$ cat config.mk
export PLATFORM = sky130hd
export DESIGN_NAME = next_pc_unit
export DESIGN_NICKNAME = d
export VERILOG_FILES = /design/src/rtl/cpu_pkg.sv /design/src/rtl/ras_stack.sv /design/src/rtl/next_pc_unit.sv
export SDC_FILE = /design/constraint.sdc
export NUM_CORES = 1
export LEC_CHECK = 0
export BUFFER_PORTS_ARGS = -buffer_cell sky130_fd_sc_hd__buf_2
export CELL_PAD_IN_SITES_DETAIL_PLACEMENT = 0
export CELL_PAD_IN_SITES_GLOBAL_PLACEMENT = 1
export CORE_MARGIN = 1.5
export CORE_UTILIZATION = 48
export DETAILED_ROUTE_END_ITERATION = 12
export PLACE_DENSITY = 0.94
export SLEW_MARGIN = 20
export SYNTH_ARGS = -nofsm -noshare
export SYNTH_HDL_FRONTEND = slang
export SYNTH_SLANG_ARGS = --single-unit
$ cat constraint.sdc
create_clock -name clk -period 5.6 [get_ports clk]
set_input_delay 1.12 -clock clk [delete_from_list [all_inputs] [get_ports clk]]
set_output_delay 1.12 -clock clk [all_outputs]
set_load 0.1 [all_outputs]
$ cat src/rtl/cpu_pkg.sv
// Shared CPU constants: next-PC mode encodings, reset vector and instruction field widths.
package cpu_pkg;
  localparam int PCM_W = 3;

  localparam logic [PCM_W-1:0] PCM_SEQ = 3'd0;
  localparam logic [PCM_W-1:0] PCM_BR  = 3'd1;
  localparam logic [PCM_W-1:0] PCM_J   = 3'd2;
  localparam logic [PCM_W-1:0] PCM_JAL = 3'd3;
  localparam logic [PCM_W-1:0] PCM_JR  = 3'd4;
  localparam logic [PCM_W-1:0] PCM_RET = 3'd5;

  localparam logic [31:0] RESET_PC_DEF = 32'h0040_0020;

  localparam int IMM_W = 16;
  localparam int JT_W  = 26;
endpackage

$ cat src/rtl/ras_stack.sv
// Circular return-address stack; a push on a full stack silently overwrites the oldest entry.
module ras_stack #(
  parameter  int WIDTH = 32,
  parameter  int DEPTH = 4,
  localparam int PW    = $clog2(DEPTH),
  localparam int CW    = PW + 1
) (
  input  logic             clk,
  input  logic             rst_n,
  input  logic             push_i,
  input  logic             pop_i,
  input  logic [WIDTH-1:0] push_data_i,
  output logic [WIDTH-1:0] top_o,
  output logic [CW-1:0]    count_o,
  output logic             empty_o,
  output logic             full_o
);
  logic [DEPTH-1:0][WIDTH-1:0] mem_q;
  logic [PW-1:0]               tp_q, tp_d, tp_inc;
  logic [CW-1:0]               cnt_q, cnt_d;

  assign tp_inc  = tp_q + PW'(1);
  assign top_o   = mem_q[tp_q];
  assign count_o = cnt_q;
  assign empty_o = (cnt_q == '0);
  assign full_o  = (cnt_q == CW'(DEPTH));

  // Pointer arithmetic wraps naturally because DEPTH is a power of two.
  always_comb begin
    tp_d  = tp_q;
    cnt_d = cnt_q;
    if (push_i) begin
      tp_d  = tp_inc;
      cnt_d = full_o ? cnt_q : cnt_q + CW'(1);
    end else if (pop_i && !empty_o) begin
      tp_d  = tp_q - PW'(1);
      cnt_d = cnt_q - CW'(1);
    end
  end

  always_ff @(posedge clk) begin
    if (!rst_n) begin
      tp_q  <= '0;
      cnt_q <= '0;
    end else begin
      tp_q  <= tp_d;
      cnt_q <= cnt_d;
    end
  end

  always_ff @(posedge clk) begin
    if (rst_n && push_i) mem_q[tp_inc] <= push_data_i;
  end
endmodule

$ cat src/rtl/next_pc_unit.sv
// Architectural PC register and next-fetch-address selection with stall, redirect and a return stack.
module next_pc_unit
  import cpu_pkg::*;
#(
  parameter  int               WIDTH     = 32,
  parameter  logic [WIDTH-1:0] RESET_PC  = WIDTH'(RESET_PC_DEF),
  parameter  int               RAS_DEPTH = 4,
  localparam int               CW        = $clog2(RAS_DEPTH) + 1
) (
  input  logic             clk,
  input  logic             rst_n,
  input  logic             stall,
  input  logic             redirect,
  input  logic [WIDTH-1:0] redirect_pc,
  input  logic [2:0]       mode,
  input  logic             br_taken,
  input  logic [IMM_W-1:0] imm16,
  input  logic [JT_W-1:0]  jtarget,
  input  logic [WIDTH-1:0] rs_val,
  output logic [WIDTH-1:0] pc,
  output logic [WIDTH-1:0] pc_plus4,
  output logic [CW-1:0]    ras_count,
  output logic             ras_empty,
  output logic             ras_full,
  output logic             ret_mismatch,
  output logic             illegal_mode
);
  logic [WIDTH-1:0] pc_q, pc_d;
  logic             mm_q, mm_d, il_q, il_d;
  logic [WIDTH-1:0] br_tgt, j_tgt, ras_top;
  logic             push, pop;

  assign pc_plus4     = pc_q + WIDTH'(4);
  assign br_tgt       = pc_plus4 + {{(WIDTH-IMM_W-2){imm16[IMM_W-1]}}, imm16, 2'b00};
  assign j_tgt        = {pc_plus4[WIDTH-1:28], jtarget, 2'b00};
  assign pc           = pc_q;
  assign ret_mismatch = mm_q;
  assign illegal_mode = il_q;

  ras_stack #(.WIDTH(WIDTH), .DEPTH(RAS_DEPTH)) u_ras (
    .clk         (clk),
    .rst_n       (rst_n),
    .push_i      (push),
    .pop_i       (pop),
    .push_data_i (pc_plus4),
    .top_o       (ras_top),
    .count_o     (ras_count),
    .empty_o     (ras_empty),
    .full_o      (ras_full)
  );

  // Redirect and stall both block every side effect: no push, no pop, no pulses.
  always_comb begin
    pc_d = pc_q;
    push = 1'b0;
    pop  = 1'b0;
    mm_d = 1'b0;
    il_d = 1'b0;
    if (redirect) begin
      pc_d = redirect_pc;
    end else if (!stall) begin
      case (mode)
        PCM_SEQ: pc_d = pc_plus4;
        PCM_BR:  pc_d = br_taken ? br_tgt : pc_plus4;
        PCM_J:   pc_d = j_tgt;
        PCM_JAL: begin
          pc_d = j_tgt;
          push = 1'b1;
        end
        PCM_JR:  pc_d = rs_val;
        PCM_RET: begin
          if (ras_empty) begin
            pc_d = rs_val;
          end else begin
            pc_d = ras_top;
            pop  = 1'b1;
            mm_d = (ras_top != rs_val);
          end
        end
        default: begin
          pc_d = pc_plus4;
          il_d = 1'b1;
        end
      endcase
    end
  end

  always_ff @(posedge clk) begin
    if (!rst_n) begin
      pc_q <= RESET_PC;
      mm_q <= 1'b0;
      il_q <= 1'b0;
    end else begin
      pc_q <= pc_d;
      mm_q <= mm_d;
      il_q <= il_d;
    end
  end
endmodule

Word-level counts from Yosys, hierarchy flattened
Cells that the tools add are included.
{"block": "word_totals", "ff_bits": 167, "inputBits": 114, "out_inout_bits": 71}
{"block": "classes", "n_addsub": 6, "reduce_logical": 12, "order_cmp": 3, "muxes": 23, "bitwise": 2, "eq_ne": 9}
{"operator": "two-way mux 32 bit", "n": 6}
{"operator": "bitwise mux 128 bit", "n": 1}
{"operator": "one-hot mux 32 bit (4 select lines)", "n": 1}
{"operator": "binary-select mux 32 bit (select 2 bit)", "n": 1}
{"operator": "demux 32 bit (select 2 bit)", "n": 1}
{"operator": "adder 32 x 3 -> 32 bit (second input constant)", "n": 1}
{"operator": "adder 32 bit", "n": 1}
{"operator": "inequality test 32 bit", "n": 1}
{"operator": "== test 3 bit (second input constant)", "n": 3}
{"operator": "two-way mux 3 bit", "n": 3}
{"operator": "two-way mux 1 bit", "n": 8}
{"operator": "== test 3 x 2 -> 1 bit (second input constant)", "n": 2}
{"operator": "zero test 3 bit", "n": 2}
{"operator": "< comparator 2 x 3 -> 1 bit (second input constant)", "n": 2}
{"operator": "OR reduction 6 bit", "n": 1}
{"operator": "OR reduction 5 bit", "n": 1}
{"operator": "two-way mux 2 bit", "n": 2}
{"operator": "adder 3 x 1 -> 3 bit (second input constant)", "n": 1}
{"operator": "== test 3 x 1 -> 1 bit (second input constant)", "n": 1}
{"operator": "logical AND 1 bit", "n": 3}
{"operator": "OR reduction 3 bit", "n": 1}
{"operator": "subtractor 3 x 1 -> 3 bit (second input constant)", "n": 1}
{"operator": "adder 2 x 1 -> 2 bit (second input constant)", "n": 1}
{"operator": ">= comparator 2 x 1 -> 1 bit (second input constant)", "n": 1}
{"operator": "8 further kinds", "n": 9}

Depth between registers and ports, before layout
Gate-level depths: netlist (run 1).
{"block": "depth", "ltp_word": 8, "mapped_depth": 16, "ltp_nobuf": 14}

Cells and area by module
From an unflattened synthesis (run 1), not the netlist that was laid out.
{"block": "hier_totals", "hier_cells": 971, "area_unflattened_um2": 10354.9}
{"mod": "next_pc_unit", "instances": 1, "area_each_um2": 5291.3, "cells_each": 758}
{"mod": "ras_stack", "instances": 1, "area_each_um2": 5063.6, "cells_each": 213}

Worst setup path after synthesis (run 1)
No wires, ideal clock.
{"block": "synth_timing", "kind": "flip-flop to flip-flop", "from": "register pc_q[14] (netlist: pc[14])", "to": "register pc_q[30] (netlist: pc[30])", "required_ns": 5.469, "t_arrival_ns": 5.833, "setup_ns": 0.131, "path_slack_ns": -0.364, "path_stages_with_launch": 16, "path_cell_list": "dfxtp_1 > nand4_2 > or3_4 > nor2_1 > nand2_1 > xnor2_1 > ha_1 > buf_4 > a21oi_1 > nor2_1 > a211o_1 > a211oi_1 > o21ai_0 > or3_1 > a311oi_1 > nor3_1"}
{"block": "synth_between", "elab_chain_cells": 6}
{"element": "start, declared", "line": "next_pc_unit.sv:28", "source": "logic [WIDTH-1:0] pc_q, pc_d;"}
{"element": "start signal, assigned", "line": "next_pc_unit.sv:94", "source": "pc_q <= pc_d;"}
{"element": "adder 32 x 3 -> 32 bit", "line": "next_pc_unit.sv:33", "source": "assign pc_plus4 = pc_q + WIDTH'(4);"}
{"element": "named net pc_plus4[23]", "line": "next_pc_unit.sv:21", "source": "output logic [WIDTH-1:0] pc_plus4,"}
{"element": "adder 32 bit", "line": "next_pc_unit.sv:34", "source": "assign br_tgt = pc_plus4 + {{(WIDTH-IMM_W-2){imm16[IMM_W-1]}}, imm16, 2'b00};"}
{"element": "two-way mux 32 bit", "line": "next_pc_unit.sv:64", "source": "PCM_BR: pc_d = br_taken ? br_tgt : pc_plus4;"}
{"element": "one-hot mux 32 bit (4 select lines)", "line": "next_pc_unit.sv:62", "source": "case (mode)"}
{"element": "two-way mux 32 bit", "line": "next_pc_unit.sv:61", "source": "end else if (!stall) begin"}
{"element": "two-way mux 32 bit", "line": "next_pc_unit.sv:59", "source": "if (redirect) begin"}
The timed path passes the listed nets, and every way through them passes these cells. The select of a mux whose other input is x is not followed.
A chain may end at the register's enable or synchronous reset.

Final worst setup path (run 1)
{"block": "layout_timing", "from": "register pc_q[4] (netlist: pc[4])", "to": "output port pc_plus4[31]"}
{"block": "layout_between", "elab_chain_cells": 1}
{"element": "adder 32 x 3 -> 32 bit", "line": "next_pc_unit.sv:33"}
{"element": "end, declared", "line": "next_pc_unit.sv:21"}
No other way between the ends.

==> run_summary.xml, run 1 <==
<?xml version="1.0" encoding="UTF-8"?>
<metrics>
  <group name="status">
    <metric name="status" unit="">completed</metric>
  </group>
  <group name="power">
    <metric name="p_leak" unit="nW">4.84</metric>
    <metric name="max-vdd-ir-drop" unit="V">0.000229</metric>
    <metric name="power-per-cell-area" unit="nW/µm²">280</metric>
    <metric name="total_power_after_layout" unit="mW">3.52</metric>
  </group>
  <group name="timing">
    <metric name="maxSlewHeadroom" unit="%">25.6</metric>
    <metric name="report.final.setup_viol" unit="">0</metric>
    <metric name="clock_skew" unit="ns">0.00962</metric>
    <metric name="hold_viol" unit="">0</metric>
    <metric name="timing.final.crit_share" unit="%">77.8</metric>
    <metric name="final-max-slew-violation-count" unit="">0</metric>
    <metric name="final.setup.worst_slack" unit="ns">1.25</metric>
    <metric name="clock_period_minus_final_worst_setup_slack" unit="ns">4.35</metric>
    <metric name="timing.fmax" unit="MHz">230</metric>
    <metric name="timing.setup.tns" unit="ns">0</metric>
    <metric name="rsz0062_at_grt" unit="">no</metric>
    <metric name="worst_slew_pin_slew" unit="ns">1.11</metric>
  </group>
  <group name="die">
    <metric name="core_area" unit="µm²">21900</metric>
    <metric name="number_of_top_level_design_ports" unit="">185</metric>
    <metric name="placement_rows" unit="">54</metric>
    <metric name="dieWidth" unit="µm">153</metric>
    <metric name="chipHeight" unit="µm">153</metric>
    <metric name="design.die.area" unit="µm²">23300</metric>
    <metric name="initial_utilization" unit="%">49.1</metric>
  </group>
  <group name="cells_and_area">
    <metric name="nNetsFinal" unit="">1379</metric>
    <metric name="finalCoreUtilization" unit="%">57.4</metric>
    <metric name="final_instance_area" unit="µm²">12600</metric>
    <metric name="area_delta_synth_final" unit="%">17.0</metric>
    <metric name="antenna-diode-count" unit="">0</metric>
    <metric name="drive_gt1_share" unit="%">24.6</metric>
    <metric name="fillers" unit="">1950</metric>
  </group>
  <group name="logic_synthesis">
    <metric name="netlist-cell-type-count" unit="">77</metric>
    <metric name="synth_top_family_by_area" unit="">compound AO/OA/AOI/OAI gates</metric>
    <metric name="synth_area_leader_cell" unit="">sky130_fd_sc_hd__edfxtp_1</metric>
    <metric name="post_synth_top_cells" unit="">sky130_fd_sc_hd__edfxtp_1, sky130_fd_sc_hd__nand2_1, sky130_fd_sc_hd__o21ai_0</metric>
    <metric name="synthDominantCellAreaShare" unit="%">35.8</metric>
    <metric name="synth_seq_cells" unit="">167</metric>
    <metric name="synth-edff-count" unit="">128</metric>
    <metric name="post_synth_fa_ha_maj_area_fraction" unit="%">4.80</metric>
    <metric name="synth.area.top_cells" unit="">sky130_fd_sc_hd__edfxtp_1, sky130_fd_sc_hd__dfxtp_1, sky130_fd_sc_hd__mux4_2, sky130_fd_sc_hd__xnor2_1, sky130_fd_sc_hd__ha_1</metric>
    <metric name="avgSynthCellArea" unit="µm²">10.1</metric>
    <metric name="post_synth_xor_area_fraction" unit="%">6.73</metric>
    <metric name="synth-simple-area-share" unit="%">14.4</metric>
    <metric name="dominantRegCellSynth" unit="">sky130_fd_sc_hd__edfxtp_1</metric>
    <metric name="synth-compound-area-share" unit="%">19.4</metric>
    <metric name="synth_seq_area_share" unit="%">43.1</metric>
    <metric name="mappedNetlistArea" unit="µm²">10700</metric>
    <metric name="post_synth_inst_count" unit="">1063</metric>
    <metric name="yosys.cell_count.top_type" unit="">sky130_fd_sc_hd__edfxtp_1</metric>
    <metric name="synth_nets" unit="">1217</metric>
    <metric name="synth-async-reset-ratio" unit="%">0</metric>
    <metric name="muxShareOfSynthArea" unit="%">8.01</metric>
    <metric name="ys_warn_count" unit="">0</metric>
  </group>
  <group name="worst_hold_path">
    <metric name="holdPathEnd" unit="">u_ras.count_o[2]$_SDFFE_PN0P_</metric>
    <metric name="hold_class" unit="">flip-flop to flip-flop</metric>
    <metric name="worstHoldStart" unit="">u_ras.count_o[2]$_SDFFE_PN0P_</metric>
    <metric name="hold_path_depth" unit="">2</metric>
  </group>
  <group name="grt">
    <metric name="first_global_vias" unit="">9086</metric>
    <metric name="grt.total_usage" unit="%">31.7</metric>
    <metric name="antenna_violations_before_repair" unit="">0</metric>
    <metric name="grt_start_max_net_pins" unit="">69</metric>
    <metric name="grt_pass1_wl" unit="µm">55600</metric>
    <metric name="gr-total-overflow" unit="">0</metric>
  </group>
  <group name="worst_setup_path">
    <metric name="worstPathRequired" unit="ns">4.48</metric>
    <metric name="worst_path_class_setup" unit="">flip-flop to output port</metric>
    <metric name="worst_setup_path_start_kind" unit="">flip-flop</metric>
    <metric name="worst-endpoint-arrival" unit="ns">3.23</metric>
    <metric name="reg2reg_from" unit="">pc[4]$_SDFFE_PN0P_</metric>
    <metric name="worst-r2r-setup-slack" unit="ns">1.26</metric>
    <metric name="reg2regPathDepth" unit="">13</metric>
    <metric name="critical_path.max_fanout" unit="">9</metric>
    <metric name="setup.worst_path.end_class" unit="">output port</metric>
    <metric name="cp-startpoint" unit="">pc[4]$_SDFFE_PN0P_</metric>
    <metric name="crit-reg2reg-capture" unit="">pc[28]$_SDFFE_PN0P_</metric>
  </group>
  <group name="routing">
    <metric name="detail_route.drc_violations" unit="">0</metric>
    <metric name="wl_per_cell" unit="µm">24.6</metric>
    <metric name="wirelength" unit="µm">37400</metric>
    <metric name="drtAntennaViolNets" unit="">0</metric>
    <metric name="avgViaCountPerCell" unit="">6.42</metric>
    <metric name="drt_first_pass_iters" unit="">5</metric>
    <metric name="drt_iter0_drc" unit="">1078</metric>
    <metric name="vias" unit="">9746</metric>
  </group>
  <group name="clocking">
    <metric name="cts-root-to-sink-buffers" unit="">2</metric>
    <metric name="insertion_delay" unit="ns">0.45</metric>
    <metric name="htree_num_levels" unit="">4</metric>
    <metric name="clkTransAtPathRegs" unit="ns">0.07</metric>
    <metric name="cts_tree" unit="">yes</metric>
    <metric name="cts.hold.buffers_added" unit="">0</metric>
    <metric name="clk_root_buffer_cell" unit="">sky130_fd_sc_hd__clkbuf_16</metric>
    <metric name="clock_sink_count" unit="">167</metric>
    <metric name="numCtsBuffers" unit="">17</metric>
    <metric name="cts.repair.resized" unit="">0</metric>
    <metric name="cts_setup_buffers" unit="">0</metric>
  </group>
  <group name="flow_run">
    <metric name="timing.max_cap.violations" unit="">0</metric>
  </group>
  <group name="place">
    <metric name="hpwlAfterDp" unit="µm">27300</metric>
    <metric name="placed_cell_area" unit="µm²">12000</metric>
    <metric name="place.gp.congestion" unit="">0.986</metric>
    <metric name="pre_cts_ws" unit="ns">1.49</metric>
    <metric name="placement.io_buffers" unit="">184</metric>
  </group>
</metrics>
## kinds of logic after synthesis
logic type,count (synthesis)
AO/OA/AOI/OAI,324
XOR/XNOR,80
adder cells (fa/ha/maj),40
buffers and inverters,90
flip-flops,167
multiplexers,46
AND/OR/NAND/NOR,316
## how the worst max path moves through the flow
stage	to	depth (start not counted)	slack [ns]
after floorplan	pc[30]$_SDFFE_PN0P_	12	-0.02
after global placement	pc[28]$_SDFFE_PN0P_	13	1.61
after detailed placement	pc[28]$_SDFFE_PN0P_	13	1.49
after CTS	pc_plus4[31]	6	1.30
after global routing	pc_plus4[31]	6	1.10
final	pc_plus4[31]	6	1.25
## critical path, stage by stage (launching register included)
cell                      delay (ns)
sky130_fd_sc_hd__dfxtp_1        0.45
sky130_fd_sc_hd__and4_1         0.35
sky130_fd_sc_hd__and2_1         0.33
sky130_fd_sc_hd__nand4_1        0.24
sky130_fd_sc_hd__nor2_1         0.18
sky130_fd_sc_hd__xor2_1         0.67
sky130_fd_sc_hd__buf_2          0.56
## layer usage
| layer | GRT usage, % | routed length, µm | vias to the layer above |
|---|---|---|---|
| met5 | 0 | 0 | - |
| li1 | - | - | 4352 |
| met1 | 44.1 | 15100 | 4663 |
| met4 | 12.2 | 1470 | 0 |
| met2 | 48.4 | 16800 | 636 |
| met3 | 7.22 | 4090 | 95 |
## layout make-up
class | count | area [µm²] | area share, %
Clock buffer | 22 | 464 | 3.69
Clock inverter | 10 | 121 | 0.966
Inverter | 22 | 82.6 | 0.657
Multi-Input combinational cell | 806 | 5800 | 46.1
Sequential cell | 167 | 4630 | 36.8
Tap cell | 280 | 350 | 2.79
Timing Repair Buffer | 211 | 1120 | 8.94
## cell usage in the layout, fill, tap and decap left out, types with 18 or more instances in the layout
cell type                    n
sky130_fd_sc_hd__a21oi_1    83
sky130_fd_sc_hd__buf_2     184
sky130_fd_sc_hd__buf_4      27
sky130_fd_sc_hd__dfxtp_1    38
sky130_fd_sc_hd__edfxtp_1  128
sky130_fd_sc_hd__ha_1       38
sky130_fd_sc_hd__inv_1      22
sky130_fd_sc_hd__mux4_2     32
sky130_fd_sc_hd__nand2_1    97
sky130_fd_sc_hd__nand3_1    23
sky130_fd_sc_hd__nor2_1     88
sky130_fd_sc_hd__nor3_1     19
sky130_fd_sc_hd__o21ai_0    92
sky130_fd_sc_hd__o22ai_1    22
sky130_fd_sc_hd__xnor2_1    50
sky130_fd_sc_hd__xor2_1     18
## metrics by stage
step                      hold slack, ns  cells
final                              0.518   1518
after global placement             0.497   1486
after floorplan                    0.817   1063
after global routing               0.572   1518
after CTS                          0.517   1518
after detailed placement           0.507   1486
## report_power, final
part | total [mW] | internal, mW | switching (mW)
Clock | 1.18 | 0.681 | 0.494
Combinational | 0.949 | 0.253 | 0.696
Sequential | 1.40 | 1.36 | 0.0352
## state kept, by name, summed over array words and instances (netlist names)
register,count
illegal_mode,1
pc,32
ret_mismatch,1
u_ras.count_o,3
u_ras.mem_q,128
u_ras.tp_q,2
Power figures use the tool's default switching activity.
==> run 2, diff against run 1 <==
--- a/config.mk
+++ b/config.mk
@@ -9,9 +9,9 @@
 export CELL_PAD_IN_SITES_DETAIL_PLACEMENT = 0
 export CELL_PAD_IN_SITES_GLOBAL_PLACEMENT = 1
 export CORE_MARGIN = 1.5
-export CORE_UTILIZATION = 48
+export CORE_UTILIZATION = 44
 export DETAILED_ROUTE_END_ITERATION = 12
-export PLACE_DENSITY = 0.94
+export PLACE_DENSITY = 0.88
 export SLEW_MARGIN = 20
 export SYNTH_ARGS = -nofsm -noshare
 export SYNTH_HDL_FRONTEND = slang
==> constraint.sdc (replaced) <==
create_clock -name clk -period 4.25 [get_ports clk]
set_input_delay 0.85 -clock clk [delete_from_list [all_inputs] [get_ports clk]]
set_output_delay 0.85 -clock clk [all_outputs]
set_load 0.1 [all_outputs]
==> run 2 against run 1 <==
Utilization shrank 1.7 points. Combinational power grew 37%. Final cell count grew 4.2%. Sequential power grew 32%.
==> run_summary.xml, run 2 (synthesis results as in run 1) <==
<?xml version="1.0" encoding="UTF-8"?>
<metrics>
  <group name="timing">
    <metric name="final.setup.worst_slack" unit="ns">0.186</metric>
    <metric name="timing.fmax" unit="MHz">246</metric>
    <metric name="rsz0062_at_grt" unit="">no</metric>
    <metric name="report.final.setup_viol" unit="">0</metric>
    <metric name="hold_viol" unit="">0</metric>
    <metric name="fin_hold_ws" unit="ns">0.513</metric>
    <metric name="timing.final.crit_share" unit="%">95.6</metric>
    <metric name="final-max-slew-violation-count" unit="">0</metric>
    <metric name="clock_period_minus_final_worst_setup_slack" unit="ns">4.06</metric>
    <metric name="worst_slew_pin_slew" unit="ns">0.712</metric>
    <metric name="maxSlewHeadroom" unit="%">52.5</metric>
    <metric name="clock_skew" unit="ns">0.0117</metric>
  </group>
  <group name="worst_setup_path">
    <metric name="critical_path.cell_chain" unit="">ha_1 &gt; and4_1 &gt; and2_1 &gt; xor2_4 &gt; ha_1 &gt; and3_1 &gt; and2_1 &gt; and3_1 &gt; or3b_1 &gt; and4_1 &gt; nor3_2 &gt; mux2i_1 &gt; o211ai_1</metric>
    <metric name="setup.worst_path.end_class" unit="">flip-flop</metric>
    <metric name="critPathTopFamily" unit="">simple AND/OR/NAND/NOR gates</metric>
    <metric name="worst_setup_path_start_kind" unit="">flip-flop</metric>
    <metric name="worstPathBufferInverterCount" unit="">0</metric>
    <metric name="critical_path.max_fanout" unit="">11</metric>
    <metric name="timing.critical_path.slowest_stage_cell" unit="">sky130_fd_sc_hd__ha_1</metric>
    <metric name="worst-endpoint-arrival" unit="ns">4.37</metric>
    <metric name="worst_path_class_setup" unit="">flip-flop to flip-flop</metric>
    <metric name="crit_path_max_incr_delay" unit="ns">0.51</metric>
    <metric name="worstPathRequired" unit="ns">4.55</metric>
  </group>
  <group name="cells_and_area">
    <metric name="nNetsFinal" unit="">1403</metric>
    <metric name="final_cell_count_no_fill" unit="">1581</metric>
    <metric name="layout.cells.most_common" unit="">sky130_fd_sc_hd__buf_2</metric>
    <metric name="regArea" unit="µm²">4700</metric>
    <metric name="drive_gt1_share" unit="%">29.3</metric>
    <metric name="top_register" unit="">u_ras.mem_q</metric>
    <metric name="largest_register_ffs" unit="">128</metric>
    <metric name="multi_input_logic_area" unit="µm²">6090</metric>
    <metric name="finalCoreUtilization" unit="%">55.7</metric>
    <metric name="mostFrequentLayoutCells" unit="">sky130_fd_sc_hd__buf_2, sky130_fd_sc_hd__edfxtp_1, sky130_fd_sc_hd__nand2_1</metric>
    <metric name="fillers" unit="">2142</metric>
    <metric name="antenna-diode-count" unit="">0</metric>
    <metric name="area_delta_synth_final" unit="%">22.9</metric>
  </group>
  <group name="routing">
    <metric name="wl_per_cell" unit="µm">25.3</metric>
    <metric name="drt_iter0_drc" unit="">1188</metric>
    <metric name="drt_first_pass_iters" unit="">6</metric>
    <metric name="drtAntennaViolNets" unit="">0</metric>
    <metric name="detail_route.drc_violations" unit="">0</metric>
    <metric name="wirelength" unit="µm">40000</metric>
    <metric name="vias" unit="">10003</metric>
    <metric name="avgViaCountPerCell" unit="">6.33</metric>
  </group>
  <group name="grt">
    <metric name="first_global_vias" unit="">9621</metric>
    <metric name="grt.total_usage" unit="%">31.7</metric>
    <metric name="grt_start_max_net_pins" unit="">62</metric>
    <metric name="gr-total-overflow" unit="">0</metric>
    <metric name="grt_pass1_wl" unit="µm">59900</metric>
    <metric name="grt_util_met2" unit="%">49.6</metric>
    <metric name="antenna_violations_before_repair" unit="">0</metric>
    <metric name="use_met3" unit="%">7.50</metric>
    <metric name="busiest_layer" unit="">met2</metric>
    <metric name="groute.layer.met1.usage" unit="%">41.5</metric>
  </group>
  <group name="clocking">
    <metric name="numCtsBuffers" unit="">17</metric>
    <metric name="clock_sink_count" unit="">167</metric>
    <metric name="cts_setup_buffers" unit="">0</metric>
    <metric name="htree_num_levels" unit="">4</metric>
    <metric name="cts-root-to-sink-buffers" unit="">2</metric>
    <metric name="insertion_delay" unit="ns">0.44</metric>
    <metric name="clk_root_buffer_cell" unit="">sky130_fd_sc_hd__clkbuf_16</metric>
    <metric name="clkTransAtPathRegs" unit="ns">0.07</metric>
    <metric name="cts_tree" unit="">yes</metric>
  </group>
  <group name="die">
    <metric name="design.die.area" unit="µm²">25400</metric>
    <metric name="initial_utilization" unit="%">45.4</metric>
    <metric name="placement_rows" unit="">56</metric>
    <metric name="core_area" unit="µm²">23700</metric>
    <metric name="dieWidth" unit="µm">159</metric>
    <metric name="number_of_top_level_design_ports" unit="">185</metric>
    <metric name="chipHeight" unit="µm">159</metric>
  </group>
  <group name="place">
    <metric name="pre_cts_ws" unit="ns">0.287</metric>
    <metric name="placement.io_buffers" unit="">184</metric>
    <metric name="hpwlAfterDp" unit="µm">29900</metric>
    <metric name="place.gp.congestion" unit="">0.957</metric>
    <metric name="numPlacedInstances" unit="">1549</metric>
  </group>
  <group name="status">
    <metric name="status" unit="">completed</metric>
  </group>
  <group name="flow_run">
    <metric name="timing.max_cap.violations" unit="">0</metric>
  </group>
  <group name="power">
    <metric name="power-per-cell-area" unit="nW/µm²">360</metric>
    <metric name="max-vdd-ir-drop" unit="V">0.000236</metric>
    <metric name="p_leak" unit="nW">5.07</metric>
  </group>
  <group name="worst_hold_path">
    <metric name="hold_class" unit="">flip-flop to flip-flop</metric>
  </group>
</metrics>
-- run 2: cell types whose count changed in the layout (fill, tap and decap cells not counted), moves of 6 or more --
cell | previous run | this run
sky130_fd_sc_hd__xor2_1 | 18 | 12
sky130_fd_sc_hd__dfxtp_1 | 38 | 15
sky130_fd_sc_hd__buf_4 | 27 | 49
sky130_fd_sc_hd__xnor2_1 | 50 | 42
sky130_fd_sc_hd__dfxtp_4 | 0 | 19
sky130_fd_sc_hd__xor2_4 | 0 | 7
sky130_fd_sc_hd__xnor2_4 | 0 | 8
-- run 2: repair_timing --
| item | in CTS | in global routing |
|---|---|---|
| hold buffers | 0 | 0 |
| resized for setup | 0 | 1 |
| endpoints found under the setup margin | 0 | 2 |
-- run 2: tightest hold or removal path: cells and delay by family (launching register included) --
family / cells / cell delay (ns)
DFF: 1 / 0.33
AOI/OAI and AO/OA: 2 / 0.14
-- run 2: metrics by stage --
stage	instance area [µm²]	TNS, ns	power (mW)
finish	13200	0	4.75
global route	13200	0	4.89
global placement	12600	0	3.15
floorplan	11200	-0.0305	2.78
CTS	13200	0	4.73
detailed placement	12600	0	3.16
-- run 2: routing by layer --
metal  wire [µm]  vias up  share of wire (%)
li1            -     4419                  -
met1       15700     4828                 39
met2       18200      657                 45
met3        4270       99                 11
met4        1860        0                4.6
met5           0        -                  0
-- run 2: path summary, 6_finish.rpt --
check | start | end | slack (ns) | cells past startpoint
min reg2reg | u_ras.count_o[2]$_SDFFE_PN0P_ | u_ras.count_o[2]$_SDFFE_PN0P_ | 0.51 | 2
max reg2reg | pc[2]$_SDFFE_PN0P_ | pc[31]$_SDFFE_PN0P_ | 0.19 | 13
max | pc[2]$_SDFFE_PN0P_ | pc[31]$_SDFFE_PN0P_ | 0.19 | 13
min | u_ras.count_o[2]$_SDFFE_PN0P_ | u_ras.count_o[2]$_SDFFE_PN0P_ | 0.51 | 2
-- run 2: final cells by class --
class | instances | share of cell area (%)
Multi-Input combinational cell | 806 | 46.2
Clock inverter | 13 | 1.24
Timing Repair Buffer | 235 | 10.1
Tap cell | 319 | 3.02
Clock buffer | 19 | 3.28
Inverter | 22 | 0.625
Sequential cell | 167 | 35.6
-- run 2: report_power, final --
| part | internal, mW | total [mW] | leakage [nW] | switching [mW] |
|---|---|---|---|---|
| clock network | 0.886 | 1.60 | 0.290 | 0.713 |
| logic | 0.367 | 1.30 | 3.28 | 0.937 |
| registers | 1.79 | 1.85 | 1.50 | 0.0547 |
| total | 3.04 | 4.75 | 5.07 | 1.70 |
==> run 3, diff against run 2 <==
--- a/config.mk
+++ b/config.mk
@@ -8,7 +8,6 @@
 export BUFFER_PORTS_ARGS = -buffer_cell sky130_fd_sc_hd__buf_2
 export CELL_PAD_IN_SITES_DETAIL_PLACEMENT = 0
 export CELL_PAD_IN_SITES_GLOBAL_PLACEMENT = 1
-export CORE_MARGIN = 1.5
 export CORE_UTILIZATION = 44
 export DETAILED_ROUTE_END_ITERATION = 12
 export PLACE_DENSITY = 0.88
==> run 3 against run 2 <==
Critical path depth rose by 1. Via count fell by 0.52%. Die area fell by 1.3%. Fmax fell by 0.79%. Hold slack improved by 0.036 ns. Critical path type unchanged. Highest routed layer is now met5.
==> run_summary.xml, run 3 (synthesis results as in run 1) <==
<?xml version="1.0" encoding="UTF-8"?>
<metrics>
  <group name="timing">
    <metric name="final-max-slew-violation-count" unit="">0</metric>
    <metric name="worst_slew_pin_slew" unit="ns">0.709</metric>
    <metric name="timing.final.crit_share" unit="%">96.4</metric>
    <metric name="rsz0062_at_grt" unit="">no</metric>
    <metric name="clock_skew" unit="ns">0.0115</metric>
    <metric name="hold_viol" unit="">0</metric>
    <metric name="final.setup.worst_slack" unit="ns">0.154</metric>
    <metric name="clock_period_minus_final_worst_setup_slack" unit="ns">4.10</metric>
    <metric name="fin_hold_ws" unit="ns">0.549</metric>
    <metric name="report.final.setup_viol" unit="">0</metric>
    <metric name="timing.fmax" unit="MHz">244</metric>
    <metric name="maxSlewHeadroom" unit="%">52.5</metric>
  </group>
  <group name="routing">
    <metric name="drt_iter0_drc" unit="">1299</metric>
    <metric name="dr_wl_met2" unit="µm">18100</metric>
    <metric name="detail_route.drc_violations" unit="">0</metric>
    <metric name="drt_first_pass_iters" unit="">6</metric>
    <metric name="wl_per_cell" unit="µm">25.2</metric>
    <metric name="topRoutingLayerUsed" unit="">met5</metric>
    <metric name="wl_met1" unit="µm">15900</metric>
    <metric name="avgViaCountPerCell" unit="">6.31</metric>
    <metric name="vias" unit="">9951</metric>
    <metric name="wirelength" unit="µm">39800</metric>
    <metric name="detailroute.wirelength.met3" unit="µm">4260</metric>
    <metric name="drtAntennaViolNets" unit="">0</metric>
  </group>
  <group name="die">
    <metric name="dieWidth" unit="µm">158</metric>
    <metric name="number_of_top_level_design_ports" unit="">185</metric>
    <metric name="placement_rows" unit="">56</metric>
    <metric name="chipHeight" unit="µm">158</metric>
    <metric name="design.die.area" unit="µm²">25000</metric>
    <metric name="core_area" unit="µm²">23700</metric>
    <metric name="initial_utilization" unit="%">45.4</metric>
  </group>
  <group name="clocking">
    <metric name="cts-root-to-sink-buffers" unit="">2</metric>
    <metric name="cts.repair.resized" unit="">0</metric>
    <metric name="numCtsBuffers" unit="">17</metric>
    <metric name="cts_setup_buffers" unit="">0</metric>
    <metric name="cts_tree" unit="">yes</metric>
    <metric name="clkTransAtPathRegs" unit="ns">0.08</metric>
    <metric name="insertion_delay" unit="ns">0.44</metric>
    <metric name="htree_num_levels" unit="">4</metric>
    <metric name="clock_sink_count" unit="">167</metric>
    <metric name="cts.hold.buffers_added" unit="">0</metric>
    <metric name="clk_root_buffer_cell" unit="">sky130_fd_sc_hd__clkbuf_16</metric>
  </group>
  <group name="place">
    <metric name="place.gp.congestion" unit="">1.04</metric>
    <metric name="placement.io_buffers" unit="">184</metric>
    <metric name="numPlacedInstances" unit="">1546</metric>
    <metric name="hpwlAfterDp" unit="µm">29900</metric>
    <metric name="pre_cts_ws" unit="ns">0.281</metric>
    <metric name="placed_cell_area" unit="µm²">12600</metric>
  </group>
  <group name="worst_setup_path">
    <metric name="worst_setup_path_start_kind" unit="">flip-flop</metric>
    <metric name="critical_path.max_fanout" unit="">8</metric>
    <metric name="worst-r2r-setup-slack" unit="ns">0.15</metric>
    <metric name="crit-reg2reg-capture" unit="">pc[31]$_SDFFE_PN0P_</metric>
    <metric name="setup.worst_path.end_class" unit="">flip-flop</metric>
    <metric name="worst_path_class_setup" unit="">flip-flop to flip-flop</metric>
    <metric name="reg2reg_from" unit="">pc[4]$_SDFFE_PN0P_</metric>
    <metric name="reg2regPathDepth" unit="">14</metric>
    <metric name="worstPathRequired" unit="ns">4.57</metric>
    <metric name="worst-endpoint-arrival" unit="ns">4.42</metric>
  </group>
  <group name="cells_and_area">
    <metric name="antenna-diode-count" unit="">0</metric>
    <metric name="area_delta_synth_final" unit="%">23.0</metric>
    <metric name="final_cell_count_no_fill" unit="">1578</metric>
    <metric name="final_instance_area" unit="µm²">13200</metric>
    <metric name="nNetsFinal" unit="">1400</metric>
    <metric name="layout.cells.most_common" unit="">sky130_fd_sc_hd__buf_2</metric>
    <metric name="finalCoreUtilization" unit="%">55.8</metric>
    <metric name="top_register" unit="">u_ras.mem_q</metric>
    <metric name="drive_gt1_share" unit="%">29.2</metric>
    <metric name="largest_register_ffs" unit="">128</metric>
    <metric name="mostFrequentLayoutCells" unit="">sky130_fd_sc_hd__buf_2, sky130_fd_sc_hd__edfxtp_1, sky130_fd_sc_hd__nand2_1</metric>
  </group>
  <group name="power">
    <metric name="max-vdd-ir-drop" unit="V">0.000206</metric>
    <metric name="power-per-cell-area" unit="nW/µm²">364</metric>
    <metric name="p_leak" unit="nW">5.07</metric>
  </group>
  <group name="worst_hold_path">
    <metric name="hold_class" unit="">flip-flop to flip-flop</metric>
    <metric name="worstHoldStart" unit="">pc[1]$_SDFFE_PN0P_</metric>
    <metric name="holdPathEnd" unit="">u_ras.mem_q[1]$_DFFE_PP_</metric>
    <metric name="hold_path_depth" unit="">0</metric>
  </group>
  <group name="grt">
    <metric name="grt_start_max_net_pins" unit="">49</metric>
    <metric name="grt.total_usage" unit="%">31.9</metric>
    <metric name="gr-total-overflow" unit="">0</metric>
    <metric name="grt_pass1_wl" unit="µm">57200</metric>
    <metric name="first_global_vias" unit="">9272</metric>
    <metric name="antenna_violations_before_repair" unit="">1</metric>
  </group>
  <group name="status">
    <metric name="status" unit="">completed</metric>
  </group>
  <group name="flow_run">
    <metric name="timing.max_cap.violations" unit="">0</metric>
  </group>
</metrics>
[run 3: cell types whose count changed in the layout (fill, tap and decap cells not counted), sizes merged]
cell / delta
clkbuf: -2
clkinv: +3
bufinv: -1
buf: -3
[run 3: area by class of cell]
type                    count  area [µm²]
clock buffers              17         425
clock inverters            15         220
fillers                  2156       10500
inverters                  22        82.6
multi-input cells         806        6080
flip-flops and latches    167        4700
well taps                 319         399
repair buffers            232        1290
[run 3: worst max-delay path by stage]
stage | slack (ns) | endpoint | from
CTS | 0.26 | pc[31]$_SDFFE_PN0P_ | pc[4]$_SDFFE_PN0P_
global placement | 0.35 | pc[28]$_SDFFE_PN0P_ | pc[7]$_SDFFE_PN0P_
finish | 0.15 | pc[31]$_SDFFE_PN0P_ | pc[4]$_SDFFE_PN0P_
detailed placement | 0.28 | pc[31]$_SDFFE_PN0P_ | pc[4]$_SDFFE_PN0P_
global route | 0.007 | pc[31]$_SDFFE_PN0P_ | pc[4]$_SDFFE_PN0P_
floorplan | -0.03 | pc[30]$_SDFFE_PN0P_ | pc[8]$_SDFFE_PN0P_
[run 3: worst max-delay path, stage by stage (launching register included)]
cell and delay (ns):
sky130_fd_sc_hd__dfxtp_4 0.39, sky130_fd_sc_hd__and4_1 0.36, sky130_fd_sc_hd__nand3_1 0.38, sky130_fd_sc_hd__nor2_1 0.19, sky130_fd_sc_hd__nand2_1 0.15, sky130_fd_sc_hd__xnor2_4 0.23, sky130_fd_sc_hd__ha_1 0.44, sky130_fd_sc_hd__and3_1 0.23
sky130_fd_sc_hd__and2_1 0.19, sky130_fd_sc_hd__and3_1 0.23, sky130_fd_sc_hd__or3b_1 0.41, sky130_fd_sc_hd__and4_1 0.21, sky130_fd_sc_hd__nor3_2 0.22, sky130_fd_sc_hd__mux2i_1 0.25, sky130_fd_sc_hd__o211ai_1 0.10
[run 3: per-layer routing]
| metal | vias up | global-route usage, % |
|---|---|---|
| met5 | - | 0 |
| met4 | 2 | 13.0 |
| met3 | 97 | 6.76 |
| met2 | 620 | 50.0 |
| met1 | 4822 | 43.0 |
| li1 | 4410 | - |
[run 3: through the flow]
stage | TNS, ns | power (mW)
2_1_floorplan | -0.0305 | 2.78
3_3_place_gp | 0 | 3.14
3_5_place_dp | 0 | 3.15
4_1_cts | 0 | 4.79
5_1_grt | 0 | 4.94
6_report | 0 | 4.81
[run 3: where the power goes]
group          leakage [nW]  internal, mW  switching [mW]
Clock                 0.310         0.866           0.801
Combinational          3.27         0.364           0.929
Sequential             1.50          1.79          0.0572
